**src/rtl/mem_wb_skid_reg.sv**
```systemverilog
// MEM->WB boundary register with a two-entry skid buffer; an entry accepted at edge N drives the W outputs after edge N.
// Backpressure: ReadyM falls only when both entries are full, and is never combinationally derived from ReadyW.
module mem_wb_skid_reg #(
  parameter int DATA_WIDTH       = 32,
  parameter int REG_ADDR_WIDTH   = 5,
  parameter int RESULT_SRC_WIDTH = 2,
  parameter int STALL_CNT_WIDTH  = 16
) (
  input  logic                        clk,
  input  logic                        rst_n,
  input  logic                        flush,
  input  logic                        ValidM,
  output logic                        ReadyM,
  input  logic [DATA_WIDTH-1:0]       ALUResultM,
  input  logic [DATA_WIDTH-1:0]       ReadDataM,
  input  logic [REG_ADDR_WIDTH-1:0]   RdM,
  input  logic [DATA_WIDTH-1:0]       PCPlus4M,
  input  logic                        RegWriteM,
  input  logic [RESULT_SRC_WIDTH-1:0] ResultSrcM,
  output logic                        ValidW,
  input  logic                        ReadyW,
  output logic [DATA_WIDTH-1:0]       ALUResultW,
  output logic [DATA_WIDTH-1:0]       ReadDataW,
  output logic [REG_ADDR_WIDTH-1:0]   RdW,
  output logic [DATA_WIDTH-1:0]       PCPlus4W,
  output logic                        RegWriteW,
  output logic [RESULT_SRC_WIDTH-1:0] ResultSrcW,
  output logic [1:0]                  Occupancy,
  output logic [STALL_CNT_WIDTH-1:0]  StallCount
);

  typedef enum logic [1:0] {
    EMPTY = 2'd0,
    ONE   = 2'd1,
    TWO   = 2'd2
  } state_t;

  typedef struct packed {
    logic [DATA_WIDTH-1:0]       alu_result;
    logic [DATA_WIDTH-1:0]       read_data;
    logic [REG_ADDR_WIDTH-1:0]   rd;
    logic [DATA_WIDTH-1:0]       pc_plus4;
    logic                        reg_write;
    logic [RESULT_SRC_WIDTH-1:0] result_src;
  } payload_t;

  state_t                       state_q, state_d;
  payload_t                     main_q, main_d;
  payload_t                     skid_q, skid_d;
  payload_t                     in_dat;
  logic [STALL_CNT_WIDTH-1:0]   stall_cnt_q, stall_cnt_d;
  logic                         in_fire;
  logic                         out_fire;

  assign in_dat   = {ALUResultM, ReadDataM, RdM, PCPlus4M, RegWriteM, ResultSrcM};
  assign ReadyM   = (state_q != TWO);
  assign ValidW   = (state_q != EMPTY);
  assign in_fire  = ValidM & ReadyM;
  assign out_fire = ValidW & ReadyW;

  always_comb begin
    state_d = state_q;
    main_d  = main_q;
    skid_d  = skid_q;
    case (state_q)
      EMPTY: begin
        if (in_fire) begin
          main_d  = in_dat;
          state_d = ONE;
        end
      end
      ONE: begin
        if (in_fire && out_fire) begin
          main_d = in_dat;
        end else if (in_fire) begin
          skid_d  = in_dat;
          state_d = TWO;
        end else if (out_fire) begin
          state_d = EMPTY;
        end
      end
      TWO: begin
        if (out_fire) begin
          main_d  = skid_q;
          state_d = ONE;
        end
      end
      default: state_d = EMPTY;
    endcase
    // Flush only drops occupancy; stale payload is masked by ValidW.
    if (flush) begin
      state_d = EMPTY;
    end
  end

  always_comb begin
    stall_cnt_d = stall_cnt_q;
    if (ValidM && !ReadyM && (stall_cnt_q != '1)) begin
      stall_cnt_d = stall_cnt_q + STALL_CNT_WIDTH'(1);
    end
  end

  always_ff @(posedge clk or negedge rst_n) begin
    if (!rst_n) begin
      state_q     <= EMPTY;
      main_q      <= '0;
      skid_q      <= '0;
      stall_cnt_q <= '0;
    end else begin
      state_q     <= state_d;
      main_q      <= main_d;
      skid_q      <= skid_d;
      stall_cnt_q <= stall_cnt_d;
    end
  end

  assign ALUResultW = main_q.alu_result;
  assign ReadDataW  = main_q.read_data;
  assign RdW        = main_q.rd;
  assign PCPlus4W   = main_q.pc_plus4;
  assign ResultSrcW = main_q.result_src;
  // Bubbles and writes to x0 must never reach the register file.
  assign RegWriteW  = main_q.reg_write & ValidW & (main_q.rd != '0);
  assign Occupancy  = state_q;
  assign StallCount = stall_cnt_q;

endmodule

```
**config.mk**
```make
export PLATFORM = sky130hd
export DESIGN_NAME = mem_wb_skid_reg
export DESIGN_NICKNAME = d
export VERILOG_FILES = /design/src/rtl/mem_wb_skid_reg.sv
export SDC_FILE = /design/constraint.sdc
export NUM_CORES = 1
export LEC_CHECK = 0
export CORE_MARGIN = 2
export CORE_UTILIZATION = 32
export DETAILED_ROUTE_END_ITERATION = 6
export MAX_ROUTING_LAYER = met4
export PLACE_DENSITY_LB_ADDON = 0.08
export SLEW_MARGIN = 40
export SYNTH_ARGS = -nofsm -noshare
export SYNTH_HDL_FRONTEND = slang
export SYNTH_SLANG_ARGS = --single-unit
```
**constraint.sdc**
```tcl
create_clock -name clk -period 1.9 [get_ports clk]
set_input_delay 0.475 -clock clk [delete_from_list [all_inputs] [get_ports clk]]
set_output_delay 0.475 -clock clk [all_outputs]
set_load 0.02 [all_outputs]
```
==> results of run 1 <==
==> layout by cell type, fill, tap and decap left out, types with 2 or more instances in the layout <==
cell type,Yosys,final
nand4_2,2,2
xnor2_1,4,4
nand3_1,5,5
clkinv_2,0,3
dlygate4sd2_1,0,118
xor2_1,11,11
clkbuf_16,0,27
clkbuf_8,0,8
mux2_2,97,97
nand2_1,3,3
a21oi_1,106,106
nor4_1,4,4
inv_1,3,3
nor2_1,107,107
mux2_1,7,7
mux2i_1,105,105
buf_6,0,6
diode_2,0,2
buf_12,0,24
buf_4,115,33
nor3b_1,3,3
dfrtp_2,0,3
clkdlybuf4s50_1,0,107
nand4_1,2,2
clkbuf_2,0,2
or3_1,3,3
dfrtp_1,226,223
nor3_1,5,5
clkbuf_1,2,8
==> final cells by class <==
type                    instances  area [um2]
well taps                     442         553
repair buffers                293        2950
flip-flops and latches        226        5660
inverters                       3        11.3
clock inverters                 5        31.3
fillers                      3163       18600
multi-input cells             482        3670
diodes                          2        5.00
clock buffers                  43         816
==> routing by layer <==
metal  global-route usage  part of all wire
met3               0.0399             0.065
met1                0.200              0.47
met2                0.220              0.45
met5                    -                 0
met4               0.0323             0.016
==> timing repair <==
| item | 4_1_cts | 5_1_grt |
|---|---|---|
| endpoints found under the hold margin | 26 | 0 |
| buffers inserted | 0 | 1 |
| setup endpoints to repair | 124 | 8 |
| resized for setup | 146 | 6 |
| pin swaps | 1 | 3 |
| hold buffers | 1 | 0 |
==> stage by stage <==
step / std cells / setup slack [ns] / cell area [um2]
after floorplan: 861 / 0.0649 / 10400
after global placement: 1444 / -0.236 / 13000
after detailed placement: 1444 / -0.246 / 13000
after CTS: 1493 / -0.399 / 13700
after global routing: 1496 / -0.433 / 13700
final: 1496 / -0.367 / 13700
==> worst max-delay path by stage <==
stage                             from          end  slack (ns)  cells past startpoint
final                           RdW[2]    RegWriteW       -0.37                      3
after floorplan           Occupancy[1]       ReadyM        0.06                      5
after global placement          ValidM  skid_q[102]       -0.24                      6
after CTS                       RdW[0]    RegWriteW       -0.40                      3
after global routing            RdW[2]    RegWriteW       -0.43                      3
after detailed placement        ValidM   skid_q[86]       -0.25                      6
==> worst max-delay path, cell delays in order (launching register included) <==
cell	delay, ns
dfrtp_1	0.37
or4_1	0.52
o211a_1	0.25
buf_6	0.13
==> registers in the layout, indices dropped and copies added, names as in the netlist <==
register	count
skid_q	104
ResultSrcW	2
RdW	5
ReadDataW	32
Occupancy	2
main_q	1
ALUResultW	32
PCPlus4W	32
StallCount	16
==> cells in the mapped netlist, types with 4 or more instances <==
| master | number | share of area |
|---|---|---|
| mux2_1 | 7 | 0.0076 |
| xnor2_1 | 4 | 0.0034 |
| dfrtp_1 | 226 | 0.54 |
| a21oi_1 | 106 | 0.051 |
| buf_4 | 115 | 0.083 |
| nand3_1 | 5 | 0.0024 |
| nor3_1 | 5 | 0.0024 |
| buf_8 | 7 | 0.010 |
| nor4_1 | 4 | 0.0024 |
| nor2_1 | 107 | 0.039 |
| mux2i_1 | 105 | 0.10 |
| mux2_2 | 97 | 0.10 |
| xor2_1 | 11 | 0.0092 |
| buf_2 | 26 | 0.012 |
==> report_power, final <==
part           switching, W  internal, W  total, W
Clock               0.00200      0.00292   0.00492
Sequential         0.000500      0.00579   0.00629
Combinational       0.00138      0.00146   0.00284
Total               0.00388       0.0102    0.0140
==> cells by family after synthesis <==
logic type / after synthesis
muxes: 210
buffers and inverters: 153
DFF: 226
xor gates and xnor gates: 15
AOI/OAI and AO/OA: 109
adders and majority gates: 1
and+or+nand+nor: 147
==> flow_summary_export.csv, run 1 <==
group,metric,value,unit
yosys,synth_xor_area_frac,0.0126,
floorplan,pin_count,233,
cells_and_area,fin_util,0.424,
floorplan,dieArea,34100,um2
routing,drtPass1Iterations,4,
sta,fmaxAchievable,0.441,GHz
run_status,violations,"setup timing",
clocking,clockBufferDepth,3,
placed_design,dp_hpwl,16.6,mm
yosys,ys.flop_type,"dfrtp_1",
setup_path,path_max_fanout,2,
yosys,synth-async-reset-ratio,1.00,
yosys,synth_edf_count,0,
setup_path,critical_path.startpoint_type,"flip-flop",
clocking,cts_tree,"yes",
yosys,yosys_register_bits,226,
sta,setup_violations,2,
sta,holdWs,0.420,ns
yosys,synth.avg_cell_area,12.1,um2
floorplan,die_x,185,um
hold_path,min_path_type,"primary input to async pin",
setup_path,rr_endpoint,"skid_q[50]",
cells_and_area,drive_gt1_frac,0.209,
clocking,cts_root_buffer,"clkbuf_16",
sta,rsz0062_at_grt,"true",
setup_path,timing.rr.start,"Occupancy[1]",
clocking,clock-sinks,226,
sta,period_share,1.19,
yosys,yosysWarnings,0,
yosys,synth_fa_ha_area_frac,0.00120,
global_route,grt_pass1_vias,6766,
sta,slew_headroom,0.692,
power_and_ir_drop,power_per_cell_area,1030,nW/um2
sta,max_slew.worst_pin.slew,0.462,ns
yosys,ys_seq_area_frac,0.542,
setup_path,critical_path_arrival,1.79,ns
floorplan,rows,66,
routing,drcViolationCount,0,
sta,clock_skew,0.0126,ns
global_route,antenna_found_initial,2,
global_route,grt_overflow,0,
clocking,path_clk_slew,0.06,ns
global_route,grt_pass1_wl,38.5,mm
cells_and_area,syn2layout_area_growth,31.3,%
yosys,synthesis.area,10400,um2
global_route,grt_start_max_net_pins,55,
routing,vias,6652,
placed_design,place_congestion,0.734,
sta,setup-tns-final,-0.378,ns
placed_design,port_buffers,232,
yosys,yosysUniqueCellTypes,39,
power_and_ir_drop,power.leakage,5.71,nW
yosys,syn-num-nets,971,
sta,hold_viol_final,0,
floorplan,core-area,32300,um2
global_route,gr-usage-all-layers,0.147,
setup_path,reg2reg_depth,7,
run_status,outcome,"finished with violations",
sta,slew_viol_final,0,
yosys,synthSimpleGateAreaFrac,0.0672,
power_and_ir_drop,totalPowerFinal,0.0140,W
sta,final.min_clock_period,2.27,ns
routing,via_per_inst,4.45,
routing,antenna_left,0,
routing,finalWirelength,24.1,mm
clocking,clock_latency,0.53,ns
job,cap_viol_max_count,0,
yosys,synth-compound-area-share,0.0553,
setup_path,rrSetupSlack,0.10,ns
routing,dr.first_iter.drc_count,251,
yosys,synthCells,861,
setup_path,cp.required,1.42,ns
power_and_ir_drop,ir_drop,0.000606,V
routing,wl_per_cell,16.1,um
yosys,synthMuxAreaShare,0.214,
sta,setup_ws,-0.367,ns
setup_path,end_kind,"output pin",
floorplan,die_h,185,um
cells_and_area,fin_nets,1143,
setup_path,critical_path_class,"flip-flop to output pin",
clocking,cts_made_buffers,27,
floorplan,start_util,0.323,
yosys,synth_top_family_by_area,"multiplexers",
clocking,h-tree-depth,1,
Note: power is estimated with default switching activity, not from simulation.
==> run 2, diff against run 1 <==
--- a/config.mk
+++ b/config.mk
@@ -10,6 +10,7 @@
 export DETAILED_ROUTE_END_ITERATION = 6
 export MAX_ROUTING_LAYER = met4
 export PLACE_DENSITY_LB_ADDON = 0.08
+export SKIP_CTS_REPAIR_TIMING = 1
 export SLEW_MARGIN = 40
 export SYNTH_ARGS = -nofsm -noshare
 export SYNTH_HDL_FRONTEND = slang
==> constraint.sdc (replaced) <==
create_clock -name clk -period 2 [get_ports clk]
set_input_delay 0.5 -clock clk [delete_from_list [all_inputs] [get_ports clk]]
set_output_delay 0.5 -clock clk [all_outputs]
set_load 0.02 [all_outputs]
==> run 2 against run 1 <==
First-iteration DRC count shrank 4.0%. The flow still finishes with violations (setup timing). Sequential power shrank 5.2%. Die area is the same. Clock power grew 4.1%. Global-route usage shrank 0.54 points. Clock skew grew 0.0040 ns.
==> flow_summary_export.csv, run 2 (synthesized netlist as in run 1, its figures left out) <==
group,metric,value,unit
routing,met3_length,1.68,mm
setup_path,critPathTopFamily,"simple AND/OR/NAND/NOR gates",
global_route,grt_pass1_vias,6639,
routing,antenna_left,0,
clocking,clock-sinks,226,
cells_and_area,drive_gt1_frac,0.200,
cells_and_area,stdcell_area,14100,um2
sta,slew_viol_final,0,
setup_path,critical_path_arrival,1.77,ns
hold_path,min_path_type,"primary input to async pin",
setup_path,cpPeakStageDelay,0.51,ns
placed_design,place_congestion,0.737,
routing,finalWirelength,23.6,mm
clocking,cts_root_buffer,"clkbuf_16",
power_and_ir_drop,power.leakage,6.62,nW
setup_path,cp_num_buf_inv,1,
cells_and_area,fin_util,0.437,
sta,setup_ws,-0.268,ns
sta,clock_skew,0.0167,ns
floorplan,die_h,185,um
sta,period_share,1.13,
clocking,cts_made_buffers,27,
sta,final.min_clock_period,2.27,ns
run_status,outcome,"finished with violations",
floorplan,start_util,0.323,
power_and_ir_drop,ir_drop,0.000819,V
power_and_ir_drop,power_per_cell_area,988,nW/um2
cells_and_area,fillers,3064,
cells_and_area,fin_nets,1134,
setup_path,cp-startpoint,"RdW[3]",
routing,wl_per_cell,15.9,um
routing,via_per_inst,4.39,
sta,setup_violations,1,
global_route,grt_overflow,0,
sta,rsz0062_at_grt,"true",
global_route,gr-usage-all-layers,0.142,
routing,dr.first_iter.drc_count,241,
routing,dr.max_layer_used,"met4",
floorplan,die_x,185,um
placed_design,dp_cells,1436,
routing,wl_met1,10.9,mm
setup_path,path_max_fanout,2,
run_status,violations,"setup timing",
clocking,path_clk_slew,0.06,ns
cells_and_area,final_cell_count_no_fill,1486,
clocking,clock_latency,0.53,ns
sta,slew_headroom,0.692,
clocking,cts_tree,"yes",
routing,drcViolationCount,0,
setup_path,crit_slowest_cell,"or4_1",
routing,vias,6527,
setup_path,critical_path.startpoint_type,"flip-flop",
sta,max_slew.worst_pin.slew,0.462,ns
setup_path,timing.rr.start,"StallCount[12]",
sta,fmaxAchievable,0.441,GHz
clocking,clockBufferDepth,3,
global_route,grt_start_max_net_pins,59,
cells_and_area,layout_commonest_cell,"dfrtp_1",
setup_path,cp.required,1.50,ns
global_route,antenna_found_initial,1,
floorplan,dieArea,34100,um2
placed_design,placed_area,12800,um2
job,cap_viol_max_count,0,
sta,hold_viol_final,0,
setup_path,crit_chain,"or4_1 -> o211a_1 -> buf_6",
cells_and_area,syn2layout_area_growth,35.2,%
floorplan,core-area,32300,um2
placed_design,port_buffers,232,
placed_design,dp_hpwl,16.2,mm
cells_and_area,final_cell_mix,"dfrtp_1 (226), dlymetal6s2s_1 (121), nor2_1 (107), clkdlybuf4s50_1 (107), a21oi_1 (106)",
routing,drtPass1Iterations,4,
routing,wl_met2,10.7,mm
setup_path,end_kind,"output pin",
global_route,grt_pass1_wl,37.0,mm
floorplan,rows,66,
cells_and_area,top_register,"skid_q",
floorplan,pin_count,233,
setup_path,critical_path_class,"flip-flop to output pin",
clocking,h-tree-depth,1,
cells_and_area,largest_register_ff_count,104,
==> run 2: cell types whose count changed in the layout (fill, tap and decap cells not counted), moves of 2 or more <==
cell / before / now
dlygate4sd2_1: 118 / 0
buf_6: 6 / 1
clkinv_2: 3 / 5
clkbuf_1: 8 / 4
bufinv_16: 0 / 4
dlymetal6s2s_1: 0 / 121
buf_12: 24 / 20
dfrtp_1: 223 / 226
dfrtp_2: 3 / 0
==> run 2: layer usage <==
metal | GRT usage | up-vias
met1 | 0.190 | 3135
met5 | - | -
met2 | 0.214 | 149
met3 | 0.0389 | 29
met4 | 0.0310 | 0
li1 | - | 3214
==> run 2: area by class of cell <==
| type | instances | area (um2) | area share |
|---|---|---|---|
| Timing Repair Buffer | 284 | 3270 | 0.232 |
| Sequential cell | 226 | 5660 | 0.401 |
| Multi-Input combinational cell | 482 | 3670 | 0.260 |
| Antenna cell | 1 | 2.50 | 0.000177 |
| Inverter | 3 | 11.3 | 0.000799 |
| Clock inverter | 10 | 154 | 0.0109 |
| Tap cell | 442 | 553 | 0.0392 |
| Clock buffer | 38 | 787 | 0.0558 |
==> run 2: path summary, 6_finish.rpt <==
kind | end | slack [ns] | depth (start not counted)
setup / recovery | RegWriteW | -0.27 | 3
hold / removal | skid_q[21] | 0.46 | 2
setup reg to reg | StallCount[1] | 0.26 | 5
hold reg to reg | StallCount[15] | 0.49 | 1
max in group asynchronous | ALUResultW[17] | 0.90 | 3
min in group clk | StallCount[15] | 0.49 | 1
==> run 2: power breakdown <==
part | leakage, nW | internal (W) | switching [W]
clock network | 0.468 | 0.00324 | 0.00188
registers | 2.65 | 0.00550 | 0.000465
logic | 3.50 | 0.00154 | 0.00130
==> run 2: worst reg2reg max path: stages, from the launching register on <==
cell     delay, ns
dfrtp_1       0.44
nand4_1       0.29
nor4_4        0.36
buf_4         0.20
nor2_2        0.06
mux2_4        0.28
==> run 2: through the flow <==
stage | total power (W) | TNS, ns | hold WS (ns) | setup WS [ns]
floorplan | 0.00797 | 0 | 0.204 | 0.140
global placement | 0.00897 | -28.63 | 0.429 | -0.186
detailed placement | 0.00903 | -29.51 | 0.426 | -0.195
CTS | 0.0143 | -7.01 | -0.148 | -0.737
global route | 0.0147 | -0.337 | 0.462 | -0.337
finish | 0.0139 | -0.268 | 0.456 | -0.268
